$ cat src/rtl/pipe_stage_skid_reg_if.sv
// rtl/pipe_stage_skid_reg_if.sv - upstream/downstream handshake bundle for the skid pipeline stage
interface pipe_stage_skid_reg_if #(
   parameter int DATA_W = 64
);
   logic              IN_VALID;
   logic [DATA_W-1:0] IN_DATA;
   logic              IN_READY;
   logic              OUT_VALID;
   logic [DATA_W-1:0] OUT_DATA;
   logic              OUT_READY;

   // The stage itself: consumes upstream payload, produces downstream payload.
   modport slave (
      input  IN_VALID, IN_DATA, OUT_READY,
      output IN_READY, OUT_VALID, OUT_DATA
   );

   // Whatever surrounds the stage: drives upstream payload and downstream ready.
   modport master (
      output IN_VALID, IN_DATA, OUT_READY,
      input  IN_READY, OUT_VALID, OUT_DATA
   );
endinterface

$ cat src/rtl/pipe_stage_skid_reg.sv
// rtl/pipe_stage_skid_reg.sv - two-entry skid pipeline register with flush and stall counter
module pipe_stage_skid_reg #(
   parameter int                DATA_W      = 64,
   parameter logic [DATA_W-1:0] BUBBLE_DATA = '0,
   parameter int                CNT_W       = 16
) (
   input  logic                  CLK,
   input  logic                  RESET,
   input  logic                  FLUSH,
   pipe_stage_skid_reg_if.slave  stream,
   output logic [1:0]            OCCUPANCY,
   output logic [CNT_W-1:0]      STALL_CNT
);

   typedef enum logic [1:0] {
      S_EMPTY = 2'd0,
      S_ONE   = 2'd1,
      S_FULL  = 2'd2
   } state_t;

   state_t            state, state_nxt;
   logic [DATA_W-1:0] main_q, main_nxt;
   logic [DATA_W-1:0] skid_q, skid_nxt;
   logic [CNT_W-1:0]  stall_q;
   logic              in_ready, out_valid;
   logic              in_fire, out_fire;

   // Ready and valid depend only on registered state, so ready never
   // combinationally follows downstream ready, upstream valid or flush.
   assign in_ready  = (state != S_FULL);
   assign out_valid = (state != S_EMPTY);
   assign in_fire   = stream.IN_VALID & in_ready;
   assign out_fire  = out_valid & stream.OUT_READY;

   assign stream.IN_READY  = in_ready;
   assign stream.OUT_VALID = out_valid;
   assign stream.OUT_DATA  = out_valid ? main_q : BUBBLE_DATA;
   assign OCCUPANCY        = state;
   assign STALL_CNT        = stall_q;

   // State register plus MAIN/SKID storage; reset discards everything at once.
   always_ff @(posedge CLK or posedge RESET) begin
      if (RESET) begin
         state  <= S_EMPTY;
         main_q <= BUBBLE_DATA;
         skid_q <= BUBBLE_DATA;
      end else begin
         state  <= state_nxt;
         main_q <= main_nxt;
         skid_q <= skid_nxt;
      end
   end

   // Next-state and data movement; a flush overrides any fire in the same cycle.
   always_comb begin
      state_nxt = state;
      main_nxt  = main_q;
      skid_nxt  = skid_q;
      case (state)
         S_EMPTY: begin
            if (in_fire) begin
               main_nxt  = stream.IN_DATA;
               state_nxt = S_ONE;
            end
         end
         S_ONE: begin
            if (in_fire && out_fire) begin
               main_nxt = stream.IN_DATA;
            end else if (in_fire) begin
               skid_nxt  = stream.IN_DATA;
               state_nxt = S_FULL;
            end else if (out_fire) begin
               state_nxt = S_EMPTY;
            end
         end
         S_FULL: begin
            if (out_fire) begin
               main_nxt  = skid_q;
               state_nxt = S_ONE;
            end
         end
         default: state_nxt = S_EMPTY;
      endcase
      if (FLUSH) begin
         state_nxt = S_EMPTY;
         main_nxt  = BUBBLE_DATA;
         skid_nxt  = BUBBLE_DATA;
      end
   end

   // Saturating count of edges where downstream holds off a valid entry; flush leaves it alone.
   always_ff @(posedge CLK or posedge RESET) begin
      if (RESET) begin
         stall_q <= '0;
      end else if (out_valid && !stream.OUT_READY && (stall_q != {CNT_W{1'b1}})) begin
         stall_q <= stall_q + 1'b1;
      end
   end

endmodule

$ cat src/flat_wrapper.sv
// flat-port wrapper written by rule: the top's interface ports become plain ports
module pipe_stage_skid_reg_flat 
#(
   parameter int                DATA_W      = 64,
   parameter logic [DATA_W-1:0] BUBBLE_DATA = '0,
   parameter int                CNT_W       = 16
)
  (CLK, RESET, FLUSH, OCCUPANCY, STALL_CNT, stream_IN_VALID, stream_IN_DATA, stream_OUT_READY, stream_IN_READY, stream_OUT_VALID, stream_OUT_DATA);
  pipe_stage_skid_reg_if #(.DATA_W(DATA_W)) stream_i ();
  input  logic CLK;
  input  logic RESET;
  input  logic FLUSH;
  output logic [1:0] OCCUPANCY;
  output logic [CNT_W-1:0] STALL_CNT;
  input wire logic [$bits(stream_i.IN_VALID)-1:0] stream_IN_VALID;
  input wire logic [$bits(stream_i.IN_DATA)-1:0] stream_IN_DATA;
  input wire logic [$bits(stream_i.OUT_READY)-1:0] stream_OUT_READY;
  output wire logic [$bits(stream_i.IN_READY)-1:0] stream_IN_READY;
  output wire logic [$bits(stream_i.OUT_VALID)-1:0] stream_OUT_VALID;
  output wire logic [$bits(stream_i.OUT_DATA)-1:0] stream_OUT_DATA;
  assign stream_i.IN_VALID = stream_IN_VALID;
  assign stream_i.IN_DATA = stream_IN_DATA;
  assign stream_i.OUT_READY = stream_OUT_READY;
  assign stream_IN_READY = stream_i.IN_READY;
  assign stream_OUT_VALID = stream_i.OUT_VALID;
  assign stream_OUT_DATA = stream_i.OUT_DATA;
  pipe_stage_skid_reg #(.DATA_W(DATA_W), .BUBBLE_DATA(BUBBLE_DATA), .CNT_W(CNT_W)) u_core (.CLK(CLK), .RESET(RESET), .FLUSH(FLUSH), .stream(stream_i), .OCCUPANCY(OCCUPANCY), .STALL_CNT(STALL_CNT));
endmodule
$ cat config.mk
export PLATFORM = sky130hd
export DESIGN_NAME = pipe_stage_skid_reg_flat
export DESIGN_NICKNAME = d
export VERILOG_FILES = /design/src/rtl/pipe_stage_skid_reg_if.sv /design/src/rtl/pipe_stage_skid_reg.sv /design/src/flat_wrapper.sv
export SDC_FILE = /design/constraint.sdc
export NUM_CORES = 1
export LEC_CHECK = 0
export CAP_MARGIN = 25
export CELL_PAD_IN_SITES_DETAIL_PLACEMENT = 1
export CELL_PAD_IN_SITES_GLOBAL_PLACEMENT = 1
export CORE_AREA = 2 2 119 179
export DETAILED_ROUTE_END_ITERATION = 6
export DIE_AREA = 0 0 121 181
export PLACE_DENSITY_LB_ADDON = 0.1
export REMOVE_ABC_BUFFERS = 1
export SLEW_MARGIN = 20
export SYNTH_ARGS = -nofsm -noshare
export SYNTH_HDL_FRONTEND = slang
export SYNTH_SLANG_ARGS = --single-unit
$ cat constraint.sdc
create_clock -name CLK -period 4.85 [get_ports CLK]
set_input_delay 0.97 -clock CLK [delete_from_list [all_inputs] [get_ports CLK]]
set_output_delay 0.97 -clock CLK [all_outputs]
set_load 0.03 [all_outputs]
==> results of run 1 <==
[where the power goes]
group | total (µW) | internal (µW) | switching (µW)
clock | 1170 | 651 | 522
sequential | 1370 | 1300 | 66.5
combinational | 529 | 222 | 307
[worst max path at each step]
stage	from	to	cells after the start
3_5_place_dp	stream_OUT_READY	u_core.main_q[63]	5
4_1_cts	u_core.OCCUPANCY[0]	stream_OUT_DATA[28]	3
2_1_floorplan	u_core.OCCUPANCY[1]	stream_IN_READY	2
6_report	u_core.OCCUPANCY[0]	stream_OUT_DATA[28]	3
5_1_grt	u_core.OCCUPANCY[0]	stream_OUT_DATA[35]	3
3_3_place_gp	u_core.OCCUPANCY[0]	stream_OUT_DATA[28]	3
[sequential cells by signal (all words and copies together), names as in the netlist]
name              cells
u_core.skid_q        64
u_core.main_q        64
u_core.OCCUPANCY      2
u_core.STALL_CNT     16
[final cells by class]
type                            count  area share [%]
Multi-Input combinational cell    515            33.3
Timing Repair Buffer              160            17.5
Inverter                            4           0.217
Sequential cell                   146            39.6
Antenna cell                        1          0.0272
Clock inverter                     13           0.964
Clock buffer                       19            4.70
Tap cell                          264            3.58
[layout by cell type (no fill, tap or decap), types with 2 or more instances in the layout]
cell type | netlist | final
xnor2_1 | 10 | 10
o31ai_1 | 64 | 64
a21oi_1 | 67 | 67
nand2_1 | 196 | 196
clkdlybuf4s50_1 | 0 | 151
clkbuf_16 | 0 | 17
nand4_1 | 8 | 8
dfrtp_1 | 146 | 146
clkinv_2 | 0 | 6
nand3b_1 | 2 | 2
and2_1 | 64 | 64
inv_1 | 4 | 3
nand3_1 | 6 | 6
mux2i_1 | 64 | 64
buf_4 | 24 | 6
clkinvlp_4 | 0 | 2
clkbuf_1 | 28 | 2
nor3_1 | 3 | 3
inv_6 | 0 | 2
xor2_1 | 4 | 4
buf_12 | 0 | 3
clkinv_4 | 0 | 4
nor2_1 | 5 | 5
[synth_stat cells, types with 2 or more instances]
| cell | count | area [µm²] |
|---|---|---|
| nor3_1 | 3 | 15.0 |
| xor2_1 | 4 | 35.0 |
| xnor2_1 | 10 | 87.6 |
| nand4_1 | 8 | 50.1 |
| nor3b_1 | 2 | 15.0 |
| mux2i_1 | 64 | 641 |
| buf_4 | 24 | 180 |
| nor2_1 | 5 | 18.8 |
| o31ai_1 | 64 | 480 |
| nand3_1 | 6 | 30.0 |
| a21oi_1 | 67 | 335 |
| and2_1 | 64 | 400 |
| or2_2 | 2 | 12.5 |
| clkbuf_1 | 28 | 105 |
| nand2_1 | 196 | 736 |
| nand3b_1 | 2 | 15.0 |
| inv_1 | 4 | 15.0 |
| buf_2 | 5 | 25.0 |
| dfrtp_1 | 146 | 3650 |
| nor2b_1 | 2 | 12.5 |
[per-layer routing]
layer  up-vias  global-route usage [%]  share of wire [%]
met1      2852                    22.0                 41
met3        17                    4.70                4.5
met4         0                    4.93                1.3
met5         -                       0                  0
met2       109                    34.4                 53
li1       2693                       -                  -
[cell families after synthesis]
family / synth area share, %
buffers and inverters: 4.78
XOR/XNOR: 1.74
adder cells (fa/ha/maj): 0.178
AND/OR/NAND/NOR: 19.9
AO/OA/AOI/OAI: 12.1
flip-flops: 51.9
multiplexers: 9.43
[worst register-to-register path: cells and delay by family, from the launching register on]
kind | cells | cell delay (ns)
compound gates | 1 | 0.25
buf+inv | 1 | 0.90
flops | 1 | 0.49
mux | 1 | 0.23
simple gates | 1 | 0.49
[through the flow]
stage	instance area [µm²]	utilization, %	power (µW)	setup slack, ns
2_1_floorplan	6710	-	1660	-1.91
3_3_place_gp	8690	42.9	1910	1.40
3_5_place_dp	8690	42.9	1930	1.43
4_1_cts	9210	45.5	3110	1.28
5_1_grt	9220	45.5	3220	1.17
6_report	9220	45.5	3070	1.33
==> impl_metrics.env, run 1 <==
export IMPL_rsz0062_at_grt="false"
export IMPL_routabilityCongestion=0.722
export IMPL_cts_sinks=146
export IMPL_wl_per_cell_um=17.8
export IMPL_syn_inst=723
export IMPL_hp_class="register to register"
export IMPL_cts_hold_buf=0
export IMPL_path_cells="or2_4 -> and2_1 -> clkdlybuf4s50_1"
export IMPL_grt_max_degree=96
export IMPL_fill_cells=2261
export IMPL_r2r_cells=4
export IMPL_async_flop_share_pct=100
export IMPL_fin_cells=1122
export IMPL_finalWirelength_mm=20.0
export IMPL_synth_warnings=0
export IMPL_crit_family="simple AND/OR/NAND/NOR gates"
export IMPL_setup_viol=0
export IMPL_die_area_um2=21900
export IMPL_status="finished, final reports clean"
export IMPL_timing_hold_ws_ns=0.468
export IMPL_slew_headroom_pct=31.3
export IMPL_power_density_nw_per_um2=333
export IMPL_cts_tree="yes"
export IMPL_clock_latency_ns=0.42
export IMPL_peakVddDrop_v=0.000221
export IMPL_worstSetupEndpointType="primary output"
export IMPL_synthToLayoutAreaGrowth_pct=31.0
export IMPL_grt_total_usage_pct=18.9
export IMPL_worstHoldEndpoint="u_core.main_q[44]"
export IMPL_clockBufferDepth=2
export IMPL_cts_root_buffer="clkbuf_16"
export IMPL_drc=0
export IMPL_synth_cell_type_count=37
export IMPL_finalMaxSlewViolations=0
export IMPL_finalHoldViolCount=0
export IMPL_holdPathStages=2
export IMPL_cts_resized=0
export IMPL_syn_area_per_cell_um2=9.73
export IMPL_fmax_mhz=284
export IMPL_dp_cells=1089
export IMPL_r2r_end="u_core.main_q[24]"
export IMPL_leakagePower_uw=0.00360
export IMPL_critPathMaxStageDelay_ns=0.69
export IMPL_timing_setup_tns_ns=0
export IMPL_cp_required_ns=3.88
export IMPL_crit_buf_inv=1
export IMPL_grt_pass1_wl_mm=32.7
export IMPL_synth_edff_count=0
export IMPL_cp_arrival_ns=2.55
export IMPL_ant_nets=0
export IMPL_hp_start="u_core.main_q[44]"
export IMPL_gr_total_overflow=0
export IMPL_antenna_found_initial=1
export IMPL_crit_type="register to primary output"
export IMPL_maxCapViolations=0
export IMPL_worstPathMaxFanout=65
export IMPL_clock_skew_final_ns=0.0106
export IMPL_cts_buffers=17
export IMPL_postCtsSetupBuffers=0
export IMPL_drtPass1Iterations=6
export IMPL_grt_pass1_vias=6176
export IMPL_final_min_clock_period_ns=3.52
export IMPL_finalNetCount=914
export IMPL_drive_gt1_share_pct=5.95
export IMPL_path_clk_slew_ns=0.06
export IMPL_reg2reg_setup_slack_ns=2.40
export IMPL_drtIter0Drc=279
export IMPL_post_route_period_util_pct=72.5
export IMPL_routed_via_density=5.05
export IMPL_initial_core_util_pct=34.7
export IMPL_tightest_slew_ns=1.03
export IMPL_die_h_um=181
export IMPL_rr_startpoint="u_core.OCCUPANCY[1]"
export IMPL_core_um2=20300
export IMPL_ys_ff_latch=146
export IMPL_row_count=64
export IMPL_die_w_um=121
export IMPL_cts_max_level=4
export IMPL_start_kind="register"
export IMPL_dr_total_vias=5671
export IMPL_yosysSeqAreaShare_pct=51.9
export IMPL_num_io_pins=153
export IMPL_netlist_area_um2=7030
export IMPL_multi_input_area_um2=3070
export IMPL_synth_main_ff_cell="dfrtp_1"
export IMPL_seq_area_um2=3650
export IMPL_numPortBuffers=152
export IMPL_hpwl_mm=12.6
export IMPL_cp_slowest_cell="clkdlybuf4s50_1"
No activity file was read; power rests on OpenSTA's default activity.
==> run 2: changes to the inputs <==
clock period = 3 ns   (was 4.85 ns; I/O delays follow)
==> impl_metrics.env, run 2 (synthesis gave the netlist of run 1 again) <==
export IMPL_status="finished, final reports clean"
export IMPL_cts_root_buffer="clkbuf_16"
export IMPL_sw_frac_of_total_pct=28.4
export IMPL_cts_sinks=146
export IMPL_die_w_um=121
export IMPL_rsz0062_at_grt="false"
export IMPL_drtIter0Drc=253
export IMPL_finalWirelength_mm=20.8
export IMPL_fin_area_um2=9410
export IMPL_fmax_mhz=350
export IMPL_synthToLayoutAreaGrowth_pct=33.7
export IMPL_post_route_period_util_pct=95.2
export IMPL_finalHoldViolCount=0
export IMPL_finalNetCount=920
export IMPL_setup_viol=0
export IMPL_critPathMaxStageDelay_ns=0.68
export IMPL_ant_nets=0
export IMPL_path_cells="or2_4 -> buf_12 -> and2_1 -> clkdlybuf4s50_1"
export IMPL_antenna_found_initial=2
export IMPL_numPortBuffers=152
export IMPL_dr_total_vias=5771
export IMPL_pwr_share_seq_pct=41.8
export IMPL_tightest_slew_ns=0.625
export IMPL_final_common_cell="nand2_1"
export IMPL_power_density_nw_per_um2=564
export IMPL_hpwl_mm=13.2
export IMPL_postCtsSetupBuffers=0
export IMPL_initial_core_util_pct=34.7
export IMPL_timing_hold_ws_ns=0.466
export IMPL_clock_latency_ns=0.43
export IMPL_crit_type="register to primary output"
export IMPL_grt_max_degree=131
export IMPL_grt_pass1_wl_mm=33.9
export IMPL_worstPathMaxFanout=45
export IMPL_die_area_um2=21900
export IMPL_pre_cts_slack_ns=0.309
export IMPL_drc=0
export IMPL_crit_buf_inv=2
export IMPL_final_min_clock_period_ns=2.86
export IMPL_slew_headroom_pct=58.3
export IMPL_clock_skew_final_ns=0.0140
export IMPL_leakagePower_uw=0.00368
export IMPL_net_switching_power_uw=1510
export IMPL_cts_tree="yes"
export IMPL_routabilityCongestion=0.731
export IMPL_clockBufferDepth=2
export IMPL_routed_via_density=5.12
export IMPL_power_frac_clock_pct=41.6
export IMPL_die_h_um=181
export IMPL_wl_per_cell_um=18.4
export IMPL_intPower_uw=3800
export IMPL_drive_gt1_share_pct=7.07
export IMPL_core_um2=20300
export IMPL_cp_slowest_cell="clkdlybuf4s50_1"
export IMPL_hp_class="register to register"
export IMPL_maxCapViolations=0
export IMPL_gr_total_overflow=0
export IMPL_reg2reg_setup_slack_ns=0.97
export IMPL_cts_buffers=17
export IMPL_drtPass1Iterations=4
export IMPL_utilization_pct=46.4
export IMPL_placed_cell_area_um2=8790
export IMPL_fill_cells=2293
export IMPL_final_cell_mix="nand2_1 (196), clkdlybuf4s50_1 (150), dfrtp_1 (144), a21oi_1 (67)"
export IMPL_num_io_pins=153
export IMPL_finalMaxSlewViolations=0
export IMPL_peakVddDrop_v=0.000336
export IMPL_grt_total_usage_pct=19.7
export IMPL_crit_family="buffers and inverters"
export IMPL_cp_arrival_ns=2.26
export IMPL_cts_max_level=4
export IMPL_start_kind="register"
export IMPL_cts_hold_buf=0
export IMPL_comb_power_share_pct=16.6
export IMPL_path_clk_slew_ns=0.07
export IMPL_layout_setup_ws_ns=0.144
export IMPL_cp_required_ns=2.40
export IMPL_worstSetupEndpointType="primary output"
export IMPL_row_count=64
export IMPL_grt_pass1_vias=6386
run 2: worst paths after layout:
path	cells after the start	start	to
max	4	u_core.OCCUPANCY[0]	stream_OUT_DATA[6]
min	2	u_core.main_q[24]	u_core.main_q[24]
max reg2reg	5	u_core.STALL_CNT[0]	u_core.STALL_CNT[1]
min reg2reg	2	u_core.main_q[24]	u_core.main_q[24]
max in group asynchronous	3	RESET	u_core.skid_q[17]
min in group asynchronous	2	RESET	u_core.STALL_CNT[2]
run 2: tightest hold or removal path, cell delays in order, from the launching register on:
cell	delay [ns]
dfrtp_1	0.33
nand2_1	0.05
o31ai_1	0.05
run 2: final cells by class:
class / count / area (µm²) / area share, %
Antenna cell: 1 / 2.50 / 0.0266
Tap cell: 264 / 330 / 3.51
Timing Repair Buffer: 165 / 1710 / 18.2
Inverter: 4 / 20.0 / 0.213
Sequential cell: 146 / 3660 / 38.9
Multi-Input combinational cell: 516 / 3080 / 32.7
Clock buffer: 18 / 429 / 4.56
Clock inverter: 14 / 176 / 1.88
run 2: per-stage QoR:
| stage | power [µW] | instances | TNS (ns) |
|---|---|---|---|
| global placement | 3110 | 1094 | 0 |
| floorplan | 2680 | 665 | -506.09 |
| detailed placement | 3140 | 1094 | 0 |
| CTS | 5370 | 1127 | 0 |
| global route | 5540 | 1128 | 0 |
| finish | 5300 | 1128 | 0 |
run 2: per-layer routing:
layer	global-route usage (%)	vias to the layer above	wire length (µm)
met5	0	-	0
li1	-	2714	-
met1	22.9	2905	8460
met2	35.7	124	11100
met3	3.79	28	762
met4	6.93	0	456
run 2: what timing repair did:
item	4_1_cts	5_1_grt
setup endpoints to repair	44	43
pin swaps	1	0
gates cloned	1	0
resized for setup	2	1
run 2: power by group through the flow:
stage	clock network, µW	registers, µW	logic (µW)
6_report	2210	2220	878
3_5_place_dp	0	2250	891
4_1_cts	2260	2220	896
2_1_floorplan	0	2280	399
5_1_grt	2350	2240	957
3_3_place_gp	0	2240	866
==> run 3: changes to the inputs <==
CTS_CLUSTER_SIZE = 8   (was unset)
==> results of run 3 <==
The final DEF is identical to that of run 2; final timing and power are the same.
